`src/rtl/mips_muldiv.sv`:
```
// MIPS HI/LO multiply/divide unit: one iteration per cycle over 32 cycles.
// Ops: 00 MULT, 01 MULTU, 10 DIV, 11 DIVU. Define MIPS_MULDIV_DIV_EN to
// build the divider; without it, divide requests are ignored.
module mips_muldiv #(
  parameter int unsigned WIDTH = 32
) (
  input  logic             clk,
  input  logic             reset_n,
  input  logic             start,
  input  logic [1:0]       op,
  input  logic [WIDTH-1:0] src_1,
  input  logic [WIDTH-1:0] src_2,
  input  logic             mthi,
  input  logic             mtlo,
  output logic [WIDTH-1:0] hi,
  output logic [WIDTH-1:0] lo,
  output logic             busy,
  output logic             done
);

  localparam int unsigned CNT_W = 5;
  localparam int unsigned DW    = 2 * WIDTH;

  typedef enum logic [1:0] {
    S_IDLE = 2'd0,
    S_CALC = 2'd1,
    S_FIX  = 2'd2
  } state_e;

  state_e             state_q, state_d;
  logic [CNT_W-1:0]   cnt_q, cnt_d;
  logic [WIDTH-1:0]   a_q, a_d;      // multiplicand or divisor magnitude
  logic [DW-1:0]      p_q, p_d;      // product, or {remainder, quotient}
  logic               res_neg_q, res_neg_d;
  logic [WIDTH-1:0]   hi_q, hi_d;
  logic [WIDTH-1:0]   lo_q, lo_d;
  logic               busy_q, busy_d;
  logic               done_q, done_d;
`ifdef MIPS_MULDIV_DIV_EN
  logic               is_div_q, is_div_d;
  logic               rem_neg_q, rem_neg_d;
  logic               div_zero_q, div_zero_d;
`endif

  // Operand sign handling for signed ops (op[0]=0)
  logic             s1_neg, s2_neg, op_ok;
  logic [WIDTH-1:0] s1_mag, s2_mag;
  assign s1_neg = ~op[0] & src_1[WIDTH-1];
  assign s2_neg = ~op[0] & src_2[WIDTH-1];
  assign s1_mag = s1_neg ? -src_1 : src_1;
  assign s2_mag = s2_neg ? -src_2 : src_2;
`ifdef MIPS_MULDIV_DIV_EN
  assign op_ok  = 1'b1;
`else
  assign op_ok  = ~op[1];
`endif

  // Shift-add multiply step: add multiplicand on LSB, shift right
  logic [WIDTH:0]  mul_sum;
  logic [DW-1:0]   mul_next, mul_res;
  assign mul_sum  = {1'b0, p_q[DW-1:WIDTH]} + (p_q[0] ? {1'b0, a_q} : '0);
  assign mul_next = {mul_sum, p_q[WIDTH-1:1]};
  assign mul_res  = res_neg_q ? -p_q : p_q;

`ifdef MIPS_MULDIV_DIV_EN
  // Restoring divide step: shift in next dividend bit, subtract if it fits
  logic [WIDTH:0]   div_tmp, div_diff;
  logic             div_ge;
  logic [DW-1:0]    div_next;
  logic [WIDTH-1:0] quo, rem;
  assign div_tmp  = {p_q[DW-1:WIDTH], p_q[WIDTH-1]};
  assign div_diff = div_tmp - {1'b0, a_q};
  assign div_ge   = (div_tmp >= {1'b0, a_q});
  assign div_next = {(div_ge ? div_diff[WIDTH-1:0] : div_tmp[WIDTH-1:0]),
                     p_q[WIDTH-2:0], div_ge};
  assign quo      = p_q[WIDTH-1:0];
  assign rem      = p_q[DW-1:WIDTH];
`endif

  // Next-state and datapath control
  always_comb begin
    state_d   = state_q;
    cnt_d     = cnt_q;
    a_d       = a_q;
    p_d       = p_q;
    res_neg_d = res_neg_q;
    hi_d      = hi_q;
    lo_d      = lo_q;
    busy_d    = busy_q;
    done_d    = 1'b0;
`ifdef MIPS_MULDIV_DIV_EN
    is_div_d   = is_div_q;
    rem_neg_d  = rem_neg_q;
    div_zero_d = div_zero_q;
`endif
    case (state_q)
      S_IDLE: begin
        if (start) begin
          if (op_ok) begin
            state_d   = S_CALC;
            cnt_d     = '0;
            busy_d    = 1'b1;
            res_neg_d = s1_neg ^ s2_neg;
            a_d       = s1_mag;
            p_d       = {{WIDTH{1'b0}}, s2_mag};
`ifdef MIPS_MULDIV_DIV_EN
            is_div_d   = op[1];
            rem_neg_d  = s1_neg;
            div_zero_d = (src_2 == '0);
            if (op[1]) begin
              a_d = s2_mag;
              p_d = {{WIDTH{1'b0}}, s1_mag};
            end
`endif
          end
        end else begin
          if (mthi) hi_d = src_1;
          if (mtlo) lo_d = src_1;
        end
      end
      S_CALC: begin
        p_d   = mul_next;
`ifdef MIPS_MULDIV_DIV_EN
        if (is_div_q) p_d = div_next;
`endif
        cnt_d = cnt_q + 1'b1;
        if (cnt_q == CNT_W'(WIDTH - 1)) state_d = S_FIX;
      end
      S_FIX: begin
        {hi_d, lo_d} = mul_res;
`ifdef MIPS_MULDIV_DIV_EN
        if (is_div_q) begin
          lo_d = (res_neg_q && !div_zero_q) ? -quo : quo;
          hi_d = rem_neg_q ? -rem : rem;
        end
`endif
        done_d  = 1'b1;
        busy_d  = 1'b0;
        cnt_d   = '0;
        state_d = S_IDLE;
      end
      default: begin
        state_d = S_IDLE;
        busy_d  = 1'b0;
      end
    endcase
  end

  // State and datapath registers with synchronous active-low reset
  always_ff @(posedge clk) begin
    if (!reset_n) begin
      state_q    <= S_IDLE;
      cnt_q      <= '0;
      a_q        <= '0;
      p_q        <= '0;
      res_neg_q  <= 1'b0;
      hi_q       <= '0;
      lo_q       <= '0;
      busy_q     <= 1'b0;
      done_q     <= 1'b0;
`ifdef MIPS_MULDIV_DIV_EN
      is_div_q   <= 1'b0;
      rem_neg_q  <= 1'b0;
      div_zero_q <= 1'b0;
`endif
    end else begin
      state_q    <= state_d;
      cnt_q      <= cnt_d;
      a_q        <= a_d;
      p_q        <= p_d;
      res_neg_q  <= res_neg_d;
      hi_q       <= hi_d;
      lo_q       <= lo_d;
      busy_q     <= busy_d;
      done_q     <= done_d;
`ifdef MIPS_MULDIV_DIV_EN
      is_div_q   <= is_div_d;
      rem_neg_q  <= rem_neg_d;
      div_zero_q <= div_zero_d;
`endif
    end
  end

  assign hi   = hi_q;
  assign lo   = lo_q;
  assign busy = busy_q;
  assign done = done_q;

endmodule

```
`config.mk`:
```
export PLATFORM = sky130hd
export DESIGN_NAME = mips_muldiv
export DESIGN_NICKNAME = d
export VERILOG_FILES = /design/src/rtl/mips_muldiv.sv
export SDC_FILE = /design/constraint.sdc
export NUM_CORES = 1
export LEC_CHECK = 0
export ABC_AREA = 1
export BUFFER_PORTS_ARGS = -buffer_cell sky130_fd_sc_hd__buf_2
export CAP_MARGIN = 20
export CORE_ASPECT_RATIO = 1.5
export CORE_UTILIZATION = 50
export CTS_CLUSTER_SIZE = 25
export DETAILED_ROUTE_END_ITERATION = 12
export GPL_ROUTABILITY_DRIVEN = 0
export MAX_ROUTING_LAYER = met4
export PLACE_DENSITY = 0.69
export SYNTH_ARGS = -nofsm -noshare
export SYNTH_HDL_FRONTEND = slang
export SYNTH_SLANG_ARGS = --single-unit
export TNS_END_PERCENT = 1
```
`constraint.sdc`:
```
create_clock -name clk -period 5.4 [get_ports clk]
set_clock_uncertainty 0.05 [all_clocks]
set_input_delay 1.08 -clock clk [delete_from_list [all_inputs] [get_ports clk]]
set_output_delay 1.08 -clock clk [all_outputs]
set_load 0.01 [all_outputs]
```
==> summary.md <==
| Metric | Value |
|---|---|
| H-Tree Depth | `4` |
| Maximum vdd ir drop | `244 uV` |
| Delay-heaviest family, CP | `simple AND/OR/NAND/NOR gates` |
| Initial antenna violation count | `0` |
| R2r startpoint | `state_q[1]` |
| Worst Setup SP | `state_q[1]` |
| Net Count, Synth | `2468` |
| Crit Path Category | `reg2reg` |
| Initial DRC count | `1491` |
| Clk buf depth | `2` |
| Hold Violations, Final | `0` |
| Starting Density | `50.7%` |
| Fmax | `0.326 GHz` |
| Remaining DRCs | `2` |
| # setup viols final | `0` |
| Die area | `27500 sq um` |
| Syn Inst Count | `2359` |
| Sequential-to-total area share from yosys stat | `25.4%` |
| Relative slew slack | `30.7%` |
| Remaining antenna violation count | `0` |
| Die X | `136 um` |
| CP startpoint kind | `flop` |
| Hold_sp | `p_q[22]` |
| Max Cap Viol | `0` |
| Sink Count | `170` |
| Tcrit/Tclk final | `56.9%` |
| WP data arrival | `3430 ps` |
| Layout Utilization | `55.8%` |
| First-pass GRT wire length | `75300 um` |
| Hold path depth | `2` |
| Min-delay worst type | `reg2reg` |
| Via count | `15466` |
| Tightest Pin Transition | `1040 ps` |
| Final WL | `49200 um` |
| Standard-cell rows | `73` |
| Slew Limit Fails | `0` |
| Sum of negative setup slack | `0 ps` |
| Post-CTS setup buffers | `0` |
| Final total power | `3450 uW` |
| Vias in the first global route | `13644` |
| Worst skew pair latency | `460 ps` |
| PortBufs | `136` |
| Hold buffers post-CTS | `0` |
| Status | `finished with violations` |
| Crit-path most repeated cell | `inv_2` |
| Worst Path Buf+Inv | `4` |
| Worst path cell trace | `inv_2, nor2_4, inv_2, buf_4, nor2_4, inv_2, a21oi_1, o21ai_1, nand2_1` |
| RSZ-0062 raised after global routing | `false` |
| Reg clk slew, reported paths | `70 ps` |
| Top_reg_cell synth | `dfxtp_1` |
| Syn avg cell area | `5.68 sq um` |
| Share of post-route cells with drive strength above 1 | `8.94%` |
| Post-CTS resize count | `0` |
| IO Pins | `137` |
| Area grow syn2layout | `9.98%` |
| Failing checks | `DRC` |
| Remaining Overflow, GRT | `0` |
| Global Route Usage Sum | `37.2%` |
| Largest net degree at the start of global routing | `89` |
| CP max stage delay | `800 ps` |
| Ys Warns | `0` |
| Ant diodes | `0` |
| Endpoint type of the worst setup path | `flop` |
| Mapped Area | `13400 sq um` |
| WP depth | `9` |
| Pwr dens | `234 nW/um^2` |
| Leakage power | `0.00748 uW` |
| Async set-reset flop share out of synthesis | `0%` |
| Tmin final | `3070 ps` |
| Root Driver | `clkbuf_16` |
| Num CTS Buffers | `17` |
| Synth Register Bits | `170` |
| Area of the core | `26400 sq um` |
| Drt wl/cell | `17.7 um` |
| Nets | `2546` |
| CTS tree | `built` |
| CP max FO | `66` |
| Critical path required time | `5760 ps` |
| Unique masters post-synth | `42` |
| DP Wirelength | `37900 um` |
| R2R cell count | `9` |
| Vias per inst | `5.55` |
| Slowest cell on crit path | `nor2_4` |
| Number of synthesized flops with an enable pin | `0` |
| Die H | `202 um` |
| Drt first pass iters | `11` |
final cells by class:
type                            count  area (sq um)
Sequential cell                   170          3400
Clock inverter                     14           121
Tap cell                          337           422
Timing Repair Buffer              147           771
Multi-Input combinational cell   1787          8400
Clock buffer                       17           425
Inverter                          314          1180
Fill cell                        2802         11700
power breakdown:
group	internal (uW)	switching, uW	total [uW]
clock network	597	588	1190
logic	267	605	872
registers	1330	69.3	1400
total	2190	1260	3450
layer usage:
metal / vias up / track usage [%] / part of all wire (%)
li1: 7692 / - / -
met1: 6960 / 45.4 / 41
met2: 666 / 56.5 / 45
met3: 148 / 6.35 / 7.4
met4: 0 / 22.6 / 6.4
met5: - / - / 0
through the flow:
stage                     hold WS, ps  instances  setup slack [ps]  instance area (sq um)
after floorplan                   394       2359              2940                  13400
after global routing              432       2786              2160                  14700
after detailed placement          408       2754              2040                  14200
after global placement            401       2754              2060                  14200
after CTS                         418       2785              2410                  14700
final                             414       2786              2330                  14700
Yosys cell counts (3+ instances only):
| master | count | share of area (%) |
|---|---|---|
| dfxtp_1 | 170 | 25 |
| a21oi_1 | 162 | 6.1 |
| o211ai_1 | 12 | 0.67 |
| o21ai_0 | 180 | 6.7 |
| buf_2 | 31 | 1.2 |
| xnor2_1 | 6 | 0.39 |
| nand2_2 | 3 | 0.14 |
| buf_1 | 16 | 0.45 |
| nand2_1 | 762 | 21 |
| and2_1 | 4 | 0.19 |
| or2_2 | 9 | 0.42 |
| xor2_1 | 36 | 2.4 |
| nand3b_1 | 10 | 0.56 |
| nor2_1 | 246 | 6.9 |
| nand4_1 | 49 | 2.3 |
| buf_4 | 8 | 0.45 |
| inv_1 | 302 | 8.5 |
| nand3_1 | 193 | 7.2 |
| o21ai_1 | 24 | 0.90 |
| o221ai_1 | 5 | 0.33 |
| nor2_2 | 7 | 0.33 |
| clkbuf_1 | 31 | 0.87 |
| o31ai_1 | 4 | 0.22 |
| nor4_1 | 3 | 0.14 |
| inv_2 | 12 | 0.34 |
| nor3_1 | 16 | 0.60 |
| ha_1 | 37 | 3.5 |
| a31oi_1 | 3 | 0.14 |
final timing paths:
check | to | slack, ps
setup reg to reg | hi[5] | 2330
setup / recovery | hi[5] | 2330
hold / removal | p_q[22] | 410
hold reg to reg | p_q[22] | 410
logic make-up after synthesis:
kind of cell	Yosys count	synth area share [%]
DFF	170	25.4
adders and majority gates	38	3.61
buffers and inverters	402	11.9
xor gates and xnor gates	42	2.75
AOI/OAI and AO/OA	399	15.6
and+or+nand+nor	1308	40.7
layout by cell type (no fill, tap or decap), types with 17 or more instances in the layout:
master,n
nand2_1,762
nor2_1,244
clkbuf_16,17
o21ai_1,24
inv_1,302
nand4_1,49
o21ai_0,180
nand3_1,193
buf_2,136
dfxtp_1,169
a21oi_1,162
ha_1,37
xor2_1,36
state kept, by name, summed over array words and instances, names as in the netlist:
| register | cells |
|---|---|
| p_q | 64 |
| a_q | 32 |
| hi | 32 |
| lo | 32 |
| cnt_q | 5 |
| state_q | 2 |
| busy | 1 |
| done | 1 |
| res_neg_q | 1 |
worst reg2reg max path, cell delays in order (launching register included):
cell and delay, ps:
dfxtp_1 510, inv_2 110, nor2_4 350, inv_2 60, buf_4 310, nor2_4 840
inv_2 390, a21oi_1 210, o21ai_1 130, nand2_1 80
(Power assumes the default switching activity.)
